`src/rtl/water_level_driver.sv`:
```
// water_level_driver: steps the chamber level one unit every STEP_DIV cycles toward a clamped
// target, then pulses done for one cycle.
module water_level_driver #(
    parameter int WIDTH      = 8,
    parameter int STEP_DIV   = 4,
    parameter int MAX_LEVEL  = 100,
    parameter int MIN_LEVEL  = 0,
    parameter int INIT_LEVEL = 0
) (
    input  logic             clk,
    input  logic             reset,
    input  logic             start,
    input  logic             abort,
    input  logic [WIDTH-1:0] target,
    output logic [WIDTH-1:0] level,
    output logic             filling,
    output logic             draining,
    output logic             busy,
    output logic             done
);
    localparam int PW = (STEP_DIV > 1) ? $clog2(STEP_DIV) : 1;
    localparam logic [PW-1:0] LAST = PW'(STEP_DIV - 1);
    localparam logic [1:0] IDLE  = 2'd0;
    localparam logic [1:0] FILL  = 2'd1;
    localparam logic [1:0] DRAIN = 2'd2;
    localparam logic [1:0] DONE  = 2'd3;

    logic [1:0]       state_q, state_d;
    logic [WIDTH-1:0] level_q, level_d;
    logic [WIDTH-1:0] tgt_q, tgt_d;
    logic [PW-1:0]    presc_q, presc_d;
    logic [WIDTH-1:0] clamped;
    logic             moving;
    logic             step;
    int               tgt_i;

    always_comb begin
        state_d = state_q;
        level_d = level_q;
        tgt_d   = tgt_q;
        presc_d = presc_q;
        // signed int compare keeps the lower clamp meaningful for any MIN_LEVEL
        tgt_i   = int'(target);
        clamped = (tgt_i > MAX_LEVEL) ? WIDTH'(MAX_LEVEL) :
                  (tgt_i < MIN_LEVEL) ? WIDTH'(MIN_LEVEL) : target;
        moving  = (state_q == FILL) || (state_q == DRAIN);
        step    = (presc_q == LAST);
        if (state_q == IDLE && start) begin
            tgt_d   = clamped;
            presc_d = '0;
            state_d = (clamped > level_q) ? FILL : (clamped < level_q) ? DRAIN : DONE;
        end else if (moving && abort) begin
            state_d = IDLE;
            presc_d = '0;
        end else if (moving) begin
            presc_d = step ? '0 : presc_q + PW'(1);
            if (step) begin
                level_d = (state_q == FILL) ? level_q + WIDTH'(1) : level_q - WIDTH'(1);
                state_d = (level_d == tgt_q) ? DONE : state_q;
            end
        end else if (state_q == DONE) begin
            state_d = IDLE;
        end
    end

    always_ff @(posedge clk or negedge reset) begin
        if (!reset) begin
            state_q <= IDLE;
            level_q <= WIDTH'(INIT_LEVEL);
            tgt_q   <= WIDTH'(INIT_LEVEL);
            presc_q <= '0;
        end else begin
            state_q <= state_d;
            level_q <= level_d;
            tgt_q   <= tgt_d;
            presc_q <= presc_d;
        end
    end

    assign level    = level_q;
    assign filling  = (state_q == FILL);
    assign draining = (state_q == DRAIN);
    assign busy     = (state_q != IDLE);
    assign done     = (state_q == DONE);
endmodule

```
`config.mk`:
```
export PLATFORM = sky130hd
export DESIGN_NAME = water_level_driver
export DESIGN_NICKNAME = d
export VERILOG_FILES = /design/src/rtl/water_level_driver.sv
export SDC_FILE = /design/constraint.sdc
export NUM_CORES = 1
export LEC_CHECK = 0
export ABC_AREA = 1
export BUFFER_PORTS_ARGS = -buffer_cell sky130_fd_sc_hd__buf_4
export CAP_MARGIN = 20
export CORE_MARGIN = 2
export CORE_UTILIZATION = 57
export CTS_CLUSTER_DIAMETER = 120
export DETAILED_ROUTE_END_ITERATION = 8
export GPL_TIMING_DRIVEN = 0
export MAX_ROUTING_LAYER = met4
export PLACE_DENSITY_LB_ADDON = 0.05
export SLEW_MARGIN = 20
export SYNTH_ARGS = -nofsm -noshare
export SYNTH_HDL_FRONTEND = slang
export SYNTH_SLANG_ARGS = --single-unit
```
`constraint.sdc`:
```
create_clock -name clk -period 3.2 [get_ports clk]
set_clock_uncertainty 0.15 [all_clocks]
set_input_delay 0.16 -clock clk [delete_from_list [all_inputs] [get_ports clk]]
set_output_delay 0.16 -clock clk [all_outputs]
set_load 0.01 [all_outputs]
```
### Yosys cells after proc, flatten, opt, wreduce, memory -nomap -nowiden

Index checks and enable logic that the tools add are counted.

* register bits after elaboration: 20
* input port bits: 12
* word-level logic and storage cells: 42

* equal/unequal tests: 7
* add/subtract/negate cells: 3
* bitwise gates (word level): 2
* muxes and demuxes: 14
* reductions and logical operators: 9
* $lt $le $gt $ge: 3

Operators by type and width (number)
* $mux W2: 11
* $mux W8: 2
* $add A8 B1 Y8 const B: 1
* $eq A8 B8 Y1: 1
* $gt A8 B7 Y1 const B: 1
* $gt A8 B8 Y1: 1
* $lt A8 B8 Y1: 1
* $ne A4 B1 Y1 const B: 2
* $sub A8 B1 Y8 const B: 1
* $eq A2 B2 Y1 const B: 3
* $reduce_and A4 Y1: 1
* $reduce_bool A4 Y1: 1
* $reduce_and A3 Y1: 1
* $reduce_bool A3 Y1: 1
* $add A2 B1 Y2 const B: 1
* $eq A2 B1 Y1 const B: 1
* $logic_and A1 B1 Y1: 2
* $logic_not A2 Y1: 1
* $not A1 Y1: 2
* $reduce_bool A2 Y1: 1
* $logic_or A1 B1 Y1: 1
* $mux W1: 1

### Depth between registers and ports, before layout

* depth after elaboration: 8
* mapped depth: 18
* mapped depth without buffers: 18

### Least setup slack after synthesis

No wires, ideal clock.

* path type: register to register
* from: reg state_q[1]
* to: reg state_q[0]
* arrival time: 2.067 ns
* buffers on the path: 0
* stages on the path, launching flop included: 15
* setup time: 0.117 ns
* data required time: 2.933 ns
* path slack: 0.867 ns
* path through: dfrtp_1 > inv_1 > ha_1 > inv_1 > ha_1 > nand2_1 > inv_1 > a21oi_2 > nand3_1 > nand3_1 > nand2_1 > nor2_2 > nand2_2 > nand3_1 > nand2_1

* word-level cells in the longest chain between the ends: 5
* elaborated cells between the ends (all ways): 16

RTL lines
* from (decl): RTL line 28 `logic [1:0] state_q, state_d;`
* from (signal assigned): RTL line 73 `state_q <= state_d;`
* $eq A2 B1 Y1 (*)
* named net filling: RTL line 16 `output logic filling,`
* $mux W8 or $logic_or A1 B1 Y1 (tied branches): RTL line 58, 46
* $eq A8 B8 Y1, or another cell as far along: RTL line 59 `state_d = (level_d == tgt_q) ? DONE : state_q;`
* $ne A4 B1 Y1 (no source line), or another cell as far along
* $reduce_and A3 Y1 (no source line) or $mux W2 (tied branches)

Mark *: on every way through the listed nets, which the timed path passes. The rest lies on a longest branch.
A chain may end at the register's enable or synchronous reset.

### Worst setup path after layout

* from: reg state_q[1]
* to: reg state_q[1]

* word-level cells in the longest chain between the ends: 5
* elaborated cells between the ends (all ways): 16

RTL lines (RTL line)
* $eq A2 B1 Y1 or $eq A2 B2 Y1 (tied branches): 46, 58
* $mux W8 or $logic_or A1 B1 Y1 (tied branches): 58, 46
* $eq A8 B8 Y1, or another cell as far along: 59
* $ne A4 B1 Y1 (no source line), or another cell as far along
* $reduce_and A3 Y1 (no source line) or $mux W2 (tied branches)

Parallel ways exist; a longest one is shown, timed or not.

==> flow_summary.ini <==
[placed_design]
place_congestion = 0.872
place_hpwl_mm = 2.99
io_buffers = 23

[power_and_ir_drop]
ir_drop_uv = 509
switching_share = 0.505
pwr-share-seq = 0.215
combinationalPowerShare = 0.685
clock_power_share = 0.100
power_per_cell_area_nw_per_um2 = 1050
power.total_uw = 2100
p_leak_uw = 0.00112
p_int_uw = 1040
p_switching_uw = 1060

[clocking]
clkSinkCount = 20
cts_setup_buffers = 0
postCtsHoldBufs = 2
cts.repair.resized = 0
clock_path_buffers = 2
cts_made_buffers = 3
root_buffer = clkbuf_4
clkTransAtPathRegs_ns = 0.12
cts_tree = built
clk_latency_ns = 0.31
htreeDepth = 1

[logic_synthesis]
ys_seq_area_frac = 0.292
postSynthAreaPerCell_um2 = 7.02
ys.flop_type = dfrtp_1
yosys.area.top_type = dfrtp_1
synthMuxAreaShare = 0
synth_top_area_share = 0.292
synth_cell_types = 23
postSynthCellCount = 244
synthSimpleGateAreaFrac = 0.348
synth.area.top_cells = dfrtp_1, ha_1, nand2_1
synth-adder-area-share = 0.158
synthTopCellsByCount = nand2_1, inv_1, nand3_1
ys_ff_latch = 20
synth_compound_area_frac = 0.0752
yosysWarningCount = 0
synth_top_family_by_area = simple AND/OR/NAND/NOR gates
syn-cell-area_um2 = 1710
synth_edf_count = 0
synthXorXnorAreaFrac = 0.0256
synth.most_common_cell = nand2_1
synth_nets = 277
async_reset_ff_frac = 1.00

[sta]
setup_viol = 0
period_share = 0.833
final-hold-violation-count = 0
max_freq_ghz = 0.375
fin_crit_ns = 2.66
whs_ns = 0.0267
tns_ns = 0
rsz0062_at_grt = false
drv_slew = 0

[routing]
routed_wirelength_mm = 3.66
drc = 0
first_iter_violations = 58
viasPerCell = 5.13
drtAntennaViolNets = 0
wl_per_cell_um = 12.0
dr.pass1.iters = 4
num_vias = 1561

[floorplan]
die_w_um = 58.8
core_um2 = 2810
io_pins = 24
initial_core_util = 0.611
fp.dieArea_um2 = 3460
row_count = 19
dieHeight_um = 58.8

[finish]
nFillCells = 240
diodes = 0
drive_gt1_frac = 0.190
layout.nets = 307
areaGrowthSynthToFinish_pct = 16.6

[global_routing]
grt_pass1_vias = 1421
grt_start_max_net_pins = 21
antenna_found_initial = 0
overflow = 0
grt_use_total = 0.243
grt_pass1_wl_mm = 6.18

[critical_path]
cp_max_fo = 7
end_kind = flop
cp-start-kind = flop
worstSetupPathType = reg2reg
cp.arrival_ns = 2.77
cp.required_ns = 3.31

[hold_path]
worstHoldPathType = in2reg

[run_status]
status = complete, no violations

[flow_run]
max_cap_viol_count = 0
-- state kept, by name (all words and copies together) (netlist names) --
register	flops
level	8
tgt_q	8
presc_q	2
state_q	2
-- metal layers --
layer,vias up,part of all wire,GRT usage
met2,22,0.47,0.411
met5,-,0,-
met3,5,0.024,0.0198
met4,0,0.013,0.0682
li1,833,-,-
met1,701,0.49,0.313
-- cell families (layout without fill, tap and decap cells) --
logic type	after synthesis	count (layout)
other	1	1
adders and majority gates	21	21
buffers and inverters	45	74
DFF	20	20
and+or+nand+nor	128	128
AOI/OAI and AO/OA	24	24
xor gates and xnor gates	5	5
-- power groups by stage --
stage	combinational, uW	clock, uW	sequential, uW
after global placement	1400	0	452
after CTS	1440	213	452
final	1440	210	453
after detailed placement	1430	0	457
after global routing	1640	221	466
after floorplan	1080	0	454
-- worst max-delay path, stage by stage, from the launching register on --
cell     delay, ns
dfrtp_1       0.44
inv_1         0.10
ha_1          0.29
inv_1         0.20
ha_1          0.42
nand2_1       0.10
nand2_1       0.07
inv_2         0.06
nand3_1       0.12
nand2_2       0.11
nand2_1       0.05
nand2_1       0.06
nand3_2       0.08
nor2_2        0.11
nand2_2       0.08
nand2_2       0.07
nand2_1       0.05
nand2_1       0.05
-- cell type report --
cell class	instances	area (um^2)	area share
Multi-Input combinational cell	179	1040	0.522
Sequential cell	20	500	0.251
Timing Repair Buffer	25	193	0.0965
Inverter	43	161	0.0808
Tap cell	31	38.8	0.0194
Clock inverter	1	30.0	0.0150
Clock buffer	3	22.5	0.0113
Buffer	2	8.76	0.00439
-- cell usage in the layout (no fill, tap or decap), drive strengths merged, types with 4 or more instances in the layout --
cell / instances
inv: 43
nor2: 17
ha: 20
a21oi: 8
nand2: 72
dfrtp: 20
o21ai: 14
buf: 24
nand4: 4
xor2: 4
nand3: 32
clkbuf: 4
-- per-stage QoR --
step / area (um^2) / worst slack [ns] / util / instances
2_1_floorplan: 1710 / 0.867 / - / 244
3_3_place_gp: 1920 / 0.598 / 0.686 / 298
3_5_place_dp: 1920 / 0.561 / 0.686 / 298
4_1_cts: 2000 / 0.536 / 0.712 / 304
5_1_grt: 2000 / 0.298 / 0.712 / 304
6_report: 2000 / 0.536 / 0.712 / 304
-- path summary, 6_finish.rpt --
| path | cells past startpoint | endpoint | slack [ns] | from |
|---|---|---|---|---|
| max | 17 | state_q[1]$_DFFE_PN0P_ | 0.54 | state_q[1]$_DFFE_PN0P_ |
| min | 3 | tgt_q[0]$_DFFE_PN0P_ | 0.03 | target[0] |
| max reg2reg | 17 | state_q[1]$_DFFE_PN0P_ | 0.54 | state_q[1]$_DFFE_PN0P_ |
| min reg2reg | 1 | presc_q[0]$_DFFE_PN0P_ | 0.36 | presc_q[0]$_DFFE_PN0P_ |
| max in group asynchronous | 2 | level[3]$_DFFE_PN0P_ | 2.57 | reset |
| min in group asynchronous | 2 | tgt_q[0]$_DFFE_PN0P_ | 0.11 | reset |
(Power assumes the default switching activity.)
